**config.mk**
```make
export PLATFORM = sky130hd
export DESIGN_NAME = instruction_serializer
export DESIGN_NICKNAME = d
export VERILOG_FILES = /design/src/rtl/instruction_serializer_pkg.sv /design/src/rtl/instruction_serializer.sv
export SDC_FILE = /design/constraint.sdc
export NUM_CORES = 1
export LEC_CHECK = 0
export CORE_MARGIN = 2
export CORE_UTILIZATION = 45
export DETAILED_ROUTE_END_ITERATION = 16
export PLACE_DENSITY = 0.86
export SYNTH_ARGS = -nofsm -noshare
export SYNTH_HDL_FRONTEND = slang
export SYNTH_SLANG_ARGS = --single-unit
```
**constraint.sdc**
```tcl
create_clock -name clk -period 2.05 [get_ports clk]
set_input_delay 0.41 -clock clk [delete_from_list [all_inputs] [get_ports clk]]
set_output_delay 0.41 -clock clk [all_outputs]
set_load 0.01 [all_outputs]
```
**src/rtl/instruction_serializer_pkg.sv**
```systemverilog
// ---------------------------------------------------------------------------
// instruction_serializer_pkg
//
// Purpose: shared TitanComms definitions for the host-side serializer.
//   - opcode encoding (opcode_e)
//   - serializer FSM state encoding (state_e)
//   - frame sizing constants (FRAME_BYTES_MAX, FRAME_BITS)
//   - instruction_length(): bytes on the wire for an opcode, 0 if illegal.
//     The FPGA-side decoder uses the same function so both ends agree on
//     the framing of every opcode.
// ---------------------------------------------------------------------------
package instruction_serializer_pkg;

    localparam int FRAME_BYTES_MAX = 8;
    localparam int FRAME_BITS      = FRAME_BYTES_MAX * 8;
    // Wide enough to hold FRAME_BYTES_MAX itself.
    localparam int BYTE_COUNT_W    = $clog2(FRAME_BYTES_MAX + 1);

    typedef logic [BYTE_COUNT_W-1:0] byte_count_t;

    typedef enum logic [7:0] {
        OP_WRITE              = 8'h01,
        OP_READ               = 8'h02,
        OP_STREAM             = 8'h03,
        OP_TRANSFER           = 8'h04,
        OP_REPEAT             = 8'h05,
        OP_BIND_INTERRUPT     = 8'h06,
        OP_BIND_READ_ADDRESS  = 8'h07,
        OP_BIND_WRITE_ADDRESS = 8'h08
    } opcode_e;

    typedef enum logic [1:0] {
        ST_IDLE    = 2'd0,
        ST_SEND    = 2'd1,
        ST_WAIT_RX = 2'd2,
        ST_DONE    = 2'd3
    } state_e;

    // Number of bytes in the frame for an opcode; 0 marks an illegal opcode.
    function automatic byte_count_t instruction_length(input logic [7:0] opcode);
        byte_count_t len;
        case (opcode)
            OP_WRITE:              len = byte_count_t'(8);
            OP_READ,
            OP_BIND_INTERRUPT,
            OP_BIND_READ_ADDRESS,
            OP_BIND_WRITE_ADDRESS: len = byte_count_t'(4);
            OP_STREAM:             len = byte_count_t'(5);
            OP_TRANSFER,
            OP_REPEAT:             len = byte_count_t'(1);
            default:               len = byte_count_t'(0);
        endcase
        return len;
    endfunction

endpackage

```
**src/rtl/instruction_serializer.sv**
```systemverilog
// ---------------------------------------------------------------------------
// instruction_serializer
//
// Purpose: accepts one TitanComms command (instruction, address, value) over
// a valid/ready handshake, packs it MSB-first into a left-aligned 64-bit
// shift register and feeds it byte by byte to an SPI master. Bytes returned
// on MISO are collected into a 32-bit response (last four bytes received,
// first-received in the top byte). Exactly one byte is in flight at a time.
//
// Ports:
//   clk, rst_n          clock (posedge) and asynchronous active-low reset
//   cmd_valid/ready     command handshake
//   cmd_instruction     TitanComms opcode
//   cmd_address         target address
//   cmd_value           write/stream value
//   spi_tx_valid/ready  byte handshake towards the SPI master
//   spi_tx_byte         byte to shift out (held until spi_tx_ready)
//   spi_rx_valid        single-cycle pulse: exchange done, spi_rx_byte valid
//   spi_rx_byte         byte received in that exchange
//   resp_valid          one-cycle pulse at command completion
//   resp_value          response register
//   busy                command in progress
//   err_illegal         one-cycle pulse after accepting an illegal opcode
// ---------------------------------------------------------------------------
module instruction_serializer
    import instruction_serializer_pkg::*;
#(
    parameter int INSTRUCTION_WIDTH = 8,
    parameter int ADDRESS_WIDTH     = 24,
    parameter int VALUE_WIDTH       = 32
) (
    input  logic                         clk,
    input  logic                         rst_n,
    input  logic                         cmd_valid,
    output logic                         cmd_ready,
    input  logic [INSTRUCTION_WIDTH-1:0] cmd_instruction,
    input  logic [ADDRESS_WIDTH-1:0]     cmd_address,
    input  logic [VALUE_WIDTH-1:0]       cmd_value,
    output logic                         spi_tx_valid,
    input  logic                         spi_tx_ready,
    output logic [7:0]                   spi_tx_byte,
    input  logic                         spi_rx_valid,
    input  logic [7:0]                   spi_rx_byte,
    output logic                         resp_valid,
    output logic [VALUE_WIDTH-1:0]       resp_value,
    output logic                         busy,
    output logic                         err_illegal
);

    state_e                  state_q, state_d;
    logic [FRAME_BITS-1:0]   shreg_q, shreg_d;
    logic [FRAME_BITS-1:0]   frame_packed;
    byte_count_t             count_q, count_d;
    byte_count_t             frame_len;
    logic [VALUE_WIDTH-1:0]  resp_q, resp_d;
    logic                    err_q, err_d;
    logic                    cmd_fire;

    assign cmd_fire  = cmd_valid && (state_q == ST_IDLE);
    assign frame_len = instruction_length(cmd_instruction);

    // Frame packing: fields left-aligned, unused low bytes zero.
    always_comb begin
        frame_packed = '0;
        case (cmd_instruction)
            OP_WRITE:
                frame_packed = {cmd_instruction, cmd_address, cmd_value};
            OP_READ,
            OP_BIND_INTERRUPT,
            OP_BIND_READ_ADDRESS,
            OP_BIND_WRITE_ADDRESS:
                frame_packed = {cmd_instruction, cmd_address, {VALUE_WIDTH{1'b0}}};
            OP_STREAM:
                frame_packed = {cmd_instruction, cmd_value, {ADDRESS_WIDTH{1'b0}}};
            OP_TRANSFER,
            OP_REPEAT:
                frame_packed = {cmd_instruction, {(FRAME_BITS-INSTRUCTION_WIDTH){1'b0}}};
            default:
                frame_packed = '0;
        endcase
    end

    // Next-state logic.
    always_comb begin
        state_d = state_q;
        shreg_d = shreg_q;
        count_d = count_q;
        resp_d  = resp_q;
        err_d   = 1'b0;
        case (state_q)
            ST_IDLE: begin
                if (cmd_fire) begin
                    if (frame_len == '0) begin
                        // Consume the command but send nothing.
                        err_d = 1'b1;
                    end else begin
                        shreg_d = frame_packed;
                        count_d = frame_len;
                        resp_d  = '0;
                        state_d = ST_SEND;
                    end
                end
            end
            ST_SEND: begin
                // An rx pulse coinciding with tx_ready here is deliberately dropped.
                if (spi_tx_ready) begin
                    shreg_d = {shreg_q[FRAME_BITS-9:0], 8'h00};
                    state_d = ST_WAIT_RX;
                end
            end
            ST_WAIT_RX: begin
                if (spi_rx_valid) begin
                    resp_d  = {resp_q[VALUE_WIDTH-9:0], spi_rx_byte};
                    count_d = count_q - byte_count_t'(1);
                    state_d = (count_q == byte_count_t'(1)) ? ST_DONE : ST_SEND;
                end
            end
            ST_DONE: begin
                state_d = ST_IDLE;
            end
            default: begin
                state_d = ST_IDLE;
            end
        endcase
    end

    always_ff @(posedge clk or negedge rst_n) begin
        if (!rst_n) begin
            state_q <= ST_IDLE;
            shreg_q <= '0;
            count_q <= '0;
            resp_q  <= '0;
            err_q   <= 1'b0;
        end else begin
            state_q <= state_d;
            shreg_q <= shreg_d;
            count_q <= count_d;
            resp_q  <= resp_d;
            err_q   <= err_d;
        end
    end

    // Outputs are direct decodes of registered state, so reset takes effect
    // on them immediately.
    assign cmd_ready    = (state_q == ST_IDLE);
    assign busy         = (state_q != ST_IDLE);
    assign spi_tx_valid = (state_q == ST_SEND);
    assign spi_tx_byte  = shreg_q[FRAME_BITS-1 -: 8];
    assign resp_valid   = (state_q == ST_DONE);
    assign resp_value   = resp_q;
    assign err_illegal  = err_q;

endmodule

```
==> results of run 1 <==
kinds of logic (layout without fill, tap and decap cells):
kind of cell,count (synthesis),count (layout),share of synthesized area (%)
compound gates,127,127,17.1
buf+inv,67,193,6.48
flops,103,103,48.6
mux,10,10,1.91
simple gates,285,285,25.4
fa+ha+maj,2,2,0.472
where the power goes:
part	leakage, uW	total [uW]	switching (uW)	internal, uW
clock network	0.000129	1660	816	847
logic	0.00140	3500	1800	1700
registers	0.00131	3470	601	2870
area by class of cell:
type                            count  area [sq um]
Fill cell                         827          4110
Clock buffer                       10           229
Sequential cell                   103          2580
Clock inverter                      6          53.8
Tap cell                          143           179
Multi-Input combinational cell    424          2420
Timing Repair Buffer              172          1860
Inverter                            5          23.8
state kept, by name, summed over array words and instances, names as in the netlist:
signal       flops
state_q          2
count_q          4
resp_value      32
err_illegal      1
shreg_q         64
through the flow:
step | utilization, % | total power (uW) | TNS (ps)
2_1_floorplan | - | 5340 | -1830
3_3_place_gp | 59.3 | 6580 | -43880
3_5_place_dp | 59.3 | 6770 | -49980
4_1_cts | 62.9 | 8450 | -51.1
5_1_grt | 64.1 | 9110 | -302
6_report | 64.1 | 8630 | -30.1
worst register-to-register path, cell delays in order (launching register included):
cell and delay (ps):
dfrtp_2 440, or3b_4 420, or4_4 580, nand2_4 200
buf_12 180, a41oi_2 120
layer usage:
layer / GRT usage [%] / routed length, um / vias to the layer above
li1: - / - / 2354
met1: 35.0 / 6970 / 2624
met2: 43.4 / 8670 / 305
met3: 6.21 / 1640 / 59
met4: 9.59 / 628 / 0
met5: 0 / 0 / -
worst max-delay path by stage:
| stage | start | slack (ps) | depth (start not counted) | to |
|---|---|---|---|---|
| 6_report | state_q[0]$_DFFE_PN0P_ | -20 | 5 | shreg_q[52]$_DFFE_PN0P_ |
| 2_1_floorplan | cmd_instruction[6] | -80 | 5 | count_q[0]$_DFFE_PN0P_ |
| 3_3_place_gp | cmd_instruction[6] | -490 | 6 | count_q[3]$_DFFE_PN0P_ |
| 4_1_cts | state_q[1]$_DFFE_PN0P_ | -20 | 5 | count_q[0]$_DFFE_PN0P_ |
| 5_1_grt | state_q[0]$_DFFE_PN0P_ | -40 | 8 | shreg_q[22]$_DFFE_PN0P_ |
| 3_5_place_dp | cmd_instruction[6] | -550 | 6 | resp_value[7]$_DFFE_PN0P_ |
cell usage after synthesis, types with 2 or more instances:
library cell / instances
nor3_1: 54
ha_1: 2
a31oi_1: 31
a21oi_1: 15
clkbuf_1: 29
buf_2: 13
a41oi_2: 17
nor3b_2: 2
nand2_1: 116
o21ai_0: 40
buf_4: 16
inv_1: 4
o211ai_1: 2
a22oi_1: 8
o21ai_1: 9
dfrtp_1: 103
nand3_1: 76
nand2b_1: 3
nor2_1: 12
o31a_1: 2
mux2i_1: 9
buf_6: 2
and2_1: 8
timing repair:
action                     4_1_cts  5_1_grt
gates resized for setup         14       13
setup endpoints to repair      101       93
buffers inserted                 3        3
cloned                           2        3
pin swaps                        4        4
==> impl_metrics.tcl, run 1 <==
set metrics [dict create \
    slowest_delay_ps 580 \
    viasPerCell 6.19 \
    gr-usage-all-layers_pct 26.7 \
    setup_viol 3 \
    rsz0062_at_grt "true" \
    ff2ff_setup_slack_ps -20 \
    status "finished, violations left" \
    worst_pin_slew_ps 517 \
    synth_area_sq_um 5310 \
    drc 0 \
    place_ws_ps -552 \
    synth_fp_nets 673 \
    wire_per_inst_um 20.8 \
    end_kind "flip-flop" \
    start_util_pct 46.3 \
    fin_hold_ws_ps 35.3 \
    dpl.hpwl_mm 11.6 \
    yosys_warnings 0 \
    io_pins 122 \
    final_common_cell "nand2_1" \
    gp_congestion 0.897 \
    vdd_ir_drop_max_v 0.000633 \
    design_area_sq_um 7350 \
    final_cell_mix "nand2_1, clkdlybuf4s50_1, dfrtp_1" \
    root_buffer "clkbuf_16" \
    crit_type "reg -> reg" \
    synth_seq_cells 103 \
    fmax_mhz 483 \
    power.leakage_uw 0.00284 \
    placed_area_sq_um 6810 \
    reg2reg_depth 5 \
    finalClockSkew_ps 12.6 \
    die_y_um 113 \
    die-area_sq_um 12700 \
    first_global_vias 5101 \
    grt_max_degree 45 \
    path_cells "or3b_4 -> or4_4 -> nand2_4 -> buf_12 -> a41oi_2" \
    cp_top_family "simple AND/OR/NAND/NOR gates" \
    numCtsBuffers 9 \
    syn_area_per_cell_sq_um 8.93 \
    coreArea_sq_um 11500 \
    hold_viol 0 \
    htreeDepth 3 \
    fin_crit_ps 2070 \
    antennaDiodeCount 0 \
    critical_path_arrival_ps 2280 \
    die_w_um 113 \
    fin_crit_sh_pct 101 \
    cp_slowest_cell "or4_4" \
    synthFlopType "dfrtp_1" \
    async_flop_share_pct 100 \
    synth-seq-area-share_pct 48.6 \
    synth_edf_count 0 \
    vias 5342 \
    cts_tree "yes" \
    wirelength_mm 17.9 \
    violations "negative setup slack" \
    yosys.area.top_type "dfrtp_1" \
    grt_antenna_before_repair 0 \
    final_layout_size_suffix_gt1_share_pct 14.3 \
    path_clk_slew_ps 80 \
    maxCapViolCount 0 \
    cts.sinks 103 \
    dr.first_iter.drc_count 536 \
    crit_buf_inv 1 \
    cp-start-kind "flip-flop" \
    grt_pass1_wl_mm 26.9 \
    grt-ovfl-total 0 \
    firstDrtPassIters 8 \
    p_per_area_nw_per_um2 1170 \
    io_buffers 121 \
    holdBufCountCts 0 \
    slew_headroom_pct 65.5 \
    r2r_start "state_q[0]$_DFFE_PN0P_" \
    worstPathRequired_ps 2260 \
    layoutNonFillerInstCount 863 \
    netlist_instances 594 \
    placedCellCount 836 \
    insertion_delay_ps 350 \
    drv_slew 0 \
    cp_max_fo 12 \
    clk_path_buf_depth 2 \
    rows 39 \
    hp-class "in -> async" \
    ant_nets 0 \
    synth_cell_types 44 \
    synth_top_area_share_pct 48.6 \
    synth_area_leaders "dfrtp_1, nand2_1, nand3_1" \
    worst_slack_ps -18.9 \
    syn_to_final_growth_pct 38.6 \
    r2r_end "shreg_q[52]$_DFFE_PN0P_" \
    nets 794 \
]
Note: power is estimated with default switching activity, not from simulation.
==> run 2, diff against run 1 <==
--- a/config.mk
+++ b/config.mk
@@ -5,10 +5,11 @@
 export SDC_FILE = /design/constraint.sdc
 export NUM_CORES = 1
 export LEC_CHECK = 0
+export ABC_AREA = 1
 export CORE_MARGIN = 2
 export CORE_UTILIZATION = 45
 export DETAILED_ROUTE_END_ITERATION = 16
-export PLACE_DENSITY = 0.86
+export PLACE_DENSITY = 0.74
 export SYNTH_ARGS = -nofsm -noshare
 export SYNTH_HDL_FRONTEND = slang
 export SYNTH_SLANG_ARGS = --single-unit
==> run 2 against run 1 <==
- the flow now finishes without violations
- die area grew 4.8%
- sequential power shrank 31%
- sequential share of layout area shrank 0.35 points
- clock skew shrank 7.3 ps
- first-iteration DRC count shrank 5.6%
==> impl_metrics.tcl, run 2 <==
set metrics [dict create \
    grt_pass1_wl_mm 25.5 \
    synth_seq_cells 103 \
    dpl.hpwl_mm 11.0 \
    wire_per_inst_um 14.4 \
    final_core_util_pct 61.5 \
    yosys.area.top_type "dfrtp_1" \
    cp_max_fo 5 \
    start_util_pct 46.2 \
    viasPerCell 5.04 \
    grt-ovfl-total 0 \
    io_buffers 121 \
    vias 5408 \
    end_kind "output port" \
    gp_congestion 0.887 \
    yosys.cell_count.top_type "nand2_1" \
    placedCellCount 1057 \
    ys_top_cells_by_count "nand2_1, dfrtp_1, nand3_1, inv_1, o21ai_0" \
    cts_resized 1 \
    rsz0062_at_grt "false" \
    die_w_um 115 \
    final_cell_mix "nand2_1, clkdlybuf4s50_1, dfrtp_1" \
    tns_ps 0 \
    synth_area_sq_um 5570 \
    rows 40 \
    vdd_ir_drop_max_v 0.000641 \
    grt_antenna_before_repair 0 \
    synth_edf_count 0 \
    io_pins 122 \
    finalClockSkew_ps 5.28 \
    firstDrtPassIters 5 \
    die-area_sq_um 13300 \
    synthFlopType "dfrtp_1" \
    syn_to_final_growth_pct 33.2 \
    setup_viol 0 \
    critical_path_arrival_ps 1550 \
    htreeDepth 3 \
    slew_headroom_pct 62.5 \
    ant_nets 0 \
    r2r_end "shreg_q[26]$_DFFE_PN0P_" \
    power.total_uw 6780 \
    dr.first_iter.drc_count 506 \
    cts.sinks 103 \
    clk_path_buf_depth 2 \
    holdBufCountCts 0 \
    insertion_delay_ps 360 \
    syn_area_per_cell_sq_um 7.12 \
    synth_fp_nets 862 \
    layoutNonFillerInstCount 1073 \
    nets 979 \
    reg2reg_depth 9 \
    multi_input_comb_area_sq_um 2470 \
    first_global_vias 5088 \
    yosys_warnings 0 \
    maxCapViolCount 0 \
    p_per_area_nw_per_um2 913 \
    r2r_start "state_q[0]$_DFFE_PN0P_" \
    numCtsBuffers 9 \
    worstPathRequired_ps 1640 \
    crit_type "reg -> out" \
    final_layout_size_suffix_gt1_share_pct 8.07 \
    fmax_mhz 511 \
    antennaDiodeCount 0 \
    die_y_um 115 \
    netlist_instances 783 \
    top_register "shreg_q" \
    status "finished, final reports clean" \
    grt_max_degree 104 \
    root_buffer "clkbuf_16" \
    synth_cell_types 25 \
    synth_area_leaders "dfrtp_1, nand2_1, nand3_1" \
    wirelength_mm 15.4 \
    coreArea_sq_um 12100 \
    post-cts-setup-buffer-count 0 \
    n_fill_cell 1052 \
    drc 0 \
    regArea_sq_um 2580 \
    async_flop_share_pct 100 \
    gr-usage-all-layers_pct 24.7 \
    design_area_sq_um 7420 \
    largest_reg_flops 64 \
    synth-seq-area-share_pct 46.3 \
    placed_area_sq_um 7100 \
    synth_top_area_share_pct 46.3 \
    power.leakage_uw 0.00351 \
    fin_crit_ps 1960 \
    fin_crit_sh_pct 95.5 \
    cts_tree "yes" \
    cp-start-kind "flip-flop" \
    worst_pin_slew_ps 562 \
    ff2ff_setup_slack_ps 370 \
    hp-class "in -> async" \
    final_common_cell "nand2_1" \
    path_clk_slew_ps 80 \
    drv_slew 0 \
    hold_viol 0 \
]
run 2: changes by cell type after synthesis, sizes merged, moves of 8 or more:
cell    previous run  this run
a22oi              8         0
a31oi             31         0
a41oi             18         0
and2               8         0
buf               32        40
clkbuf            30        13
inv                4        56
mux2i              9         0
nand2            117       345
nand3             76        92
nor2              13        34
nor3              55         3
o21ai             49        73
run 2: kinds of logic (layout without fill, tap and decap cells):
| kind of cell | Yosys count | count (layout) | synth area share (%) |
|---|---|---|---|
| AO/OA/AOI/OAI | 92 | 92 | 8.31 |
| flip-flops | 103 | 103 | 46.3 |
| AND/OR/NAND/NOR | 475 | 475 | 35.1 |
| buffers and inverters | 110 | 232 | 9.77 |
| XOR/XNOR | 1 | 1 | 0.157 |
| adder cells (fa/ha/maj) | 2 | 2 | 0.449 |
run 2: worst max-delay path: stages, from the launching register on:
cell             delay [ps]
dfrtp_1                 480
nor2_2                   90
inv_1                    90
clkdlybuf4s50_1         540
run 2: how the worst max path moves through the flow:
stage	startpoint	endpoint	slack [ps]	cells after the start
floorplan	cmd_instruction[7]	shreg_q[37]$_DFFE_PN0P_	460	10
global placement	cmd_instruction[3]	shreg_q[45]$_DFFE_PN0P_	-90	11
detailed placement	cmd_instruction[1]	shreg_q[13]$_DFFE_PN0P_	-110	9
CTS	state_q[1]$_DFFE_PN0P_	busy	70	3
global route	state_q[1]$_DFFE_PN0P_	busy	9	3
finish	state_q[1]$_DFFE_PN0P_	busy	90	3
run 2: metal layers:
layer	wire length [um]	track usage, %	share of wire [%]	up-vias
met5	0	0	0	-
met4	408	8.19	2.6	0
met3	1330	6.27	8.7	30
met2	6900	37.8	45	219
met1	6770	34.4	44	2470
li1	-	-	-	2689
run 2: through the flow:
step	hold slack [ps]	setup slack [ps]
finish	92.8	91.8
global route	145	9.13
CTS	141	70.0
detailed placement	465	-111
global placement	463	-86.0
floorplan	114	457
run 2: power breakdown:
group	switching, uW	internal (uW)
Sequential	170	2240
Combinational	1560	957
Clock	840	1010
run 2: final cells by class:
cell class / instances / share of cell area [%]
Clock buffer: 10 / 3.22
Clock inverter: 6 / 1.13
Inverter: 57 / 2.90
Multi-Input combinational cell: 570 / 33.2
Sequential cell: 103 / 34.7
Tap cell: 168 / 2.83
Timing Repair Buffer: 159 / 22.0
==> run 3, diff against run 2 <==
--- a/config.mk
+++ b/config.mk
@@ -8,6 +8,7 @@
 export ABC_AREA = 1
 export CORE_MARGIN = 2
 export CORE_UTILIZATION = 45
+export CTS_CLUSTER_SIZE = 20
 export DETAILED_ROUTE_END_ITERATION = 16
 export PLACE_DENSITY = 0.74
 export SYNTH_ARGS = -nofsm -noshare
==> results of run 3 <==
Final layout, timing and power as in run 2 (identical DEF).
==> patch, RTL diff (flow settings as in run 1) <==
Encoding of `state_e`: now one-hot (4 bits for 4 states).
--- a/src/rtl/instruction_serializer_pkg.sv
+++ b/src/rtl/instruction_serializer_pkg.sv
@@ -31,7 +31,7 @@
 
-    typedef enum logic [1:0] {
-        ST_IDLE    = 2'd0,
-        ST_SEND    = 2'd1,
-        ST_WAIT_RX = 2'd2,
-        ST_DONE    = 2'd3
+    typedef enum logic [3:0] {
+        ST_IDLE    = 4'b0001,
+        ST_SEND    = 4'b0010,
+        ST_WAIT_RX = 4'b0100,
+        ST_DONE    = 4'b1000
     } state_e;
Behaviour: no difference found for any inputs over 4 cycles, from zero or initial values and one cycle with rst_n low; so few cycles prove little.
==> patch against run 1 <==
- the run still ends with negative setup slack left
- power down 10%
- largest power group is now registers
- worst setup slack worse by 0.0061 ns
- routed wire length up 5.3%
- critical path depth up 1
- non-clock buffer count up 10
- highest routed layer unchanged
- critical endpoint is now shreg_q[21]
- design area up 15%
- sequential cell count up 2
- synthesized area up 17%
- via count up 4.4%
==> patch: results <==
[placed_design]
place_worst_setup_slack_ns = -0.516
dpl-instance-area_um2 = 7810
detailed_place_hpwl_mm = 12.4
globalplace.congestion = 0.878

[run_status]
run_status = "finished, violations left"
violations = "negative setup slack"

[worst_setup_path]
crit_slowest_cell = "dfstp_2"
worst-r2r-cell-count = 6
worst_setup_path_endpoint = "shreg_q[21]"
launch_point_of_the_worst_reg_to_reg_path = "state_q[0]"
critical-path-max-stage-delay_ns = 0.53
timing.critical_path.arrival_ns = 2.32

[timing]
tns_ns = -0.317
worst_pin_slew_ns = 0.499
skew_ns = 0.00855
post-route-worst-setup-slack_ns = -0.0250
timing.final.setup_violations = 27

[power]
cellLeakagePower_nw = 3.43

[final_layout]
seq_cells = 105
num-nets-final = 822
n_all_inverters = 33
drive_gt1_share_pct = 25.9
buffers = 182
multi_input_gates = 412
fillers = 995
multi_input_area_share_pct = 38.3

[yosys]
synth.net_count = 693
top_cells_by_count_synth = "nand2_1, dfrtp_1, clkbuf_1"
post_synth_inst_count = 614
netlist-cell-type-count = 49

[global_route]
grt_start_max_net_pins = 65
grt_first_pass_wirelength_mm = 28.8
grt_use_total_pct = 24.7
vias_in_the_first_global_route = 5570

[routing]
drt_wl_total_mm = 18.9
routed_via_density = 6.04
iteration_count_of_the_initial_detailed_routing_pass = 7
detail_route.iter0.violations = 629
==> patch: worst min-delay path by stage <==
stage | from | cells past startpoint | slack [ns] | end
finish | rst_n | 2 | 0.03 | shreg_q[13]
global route | rst_n | 2 | 0.05 | shreg_q[13]
CTS | rst_n | 2 | 0.03 | shreg_q[13]
detailed placement | rst_n | 2 | 0.42 | shreg_q[13]
global placement | rst_n | 2 | 0.41 | shreg_q[5]
floorplan | rst_n | 0 | 0.11 | count_q[0]
==> patch: routing by layer <==
layer	share of wire, %	track usage, %	vias up	wire (µm)
li1	-	-	2449	-
met1	41	31.6	2792	7730
met2	49	41.3	271	9310
met3	6.7	5.43	66	1260
met4	3.0	9.05	0	558
met5	0	0	-	0
==> patch: kinds of logic (layout without fill, tap and decap cells) <==
logic type	count (synthesis)	after routing	share of synthesized area (%)
simple gates	190	190	15.5
compound gates	116	116	14.1
flops	105	105	42.2
mux	104	104	20.1
buf+inv	97	231	7.75
fa+ha+maj	2	2	0.402
==> patch: worst reg2reg max path: cells and delay by family, from the launching register on <==
kind	cells	cell delay, ns
AOI/OAI and AO/OA	1	0.20
buffers and inverters	2	0.26
DFF	1	0.53
muxes	1	0.32
and+or+nand+nor	2	0.65
==> patch: timing repair <==
| item | 4_1_cts | 5_1_grt |
|---|---|---|
| resized for setup | 34 | 19 |
| pin swaps | 3 | 1 |
| cloned | 2 | 3 |
| setup buffers | 2 | 6 |
| setup endpoints to repair | 76 | 84 |
==> patch: where the power goes <==
group | leakage, nW | switching [mW] | internal [mW]
sequential | 1.36 | 0.425 | 2.72
combinational | 1.94 | 1.35 | 1.51
clock | 0.141 | 0.812 | 0.907
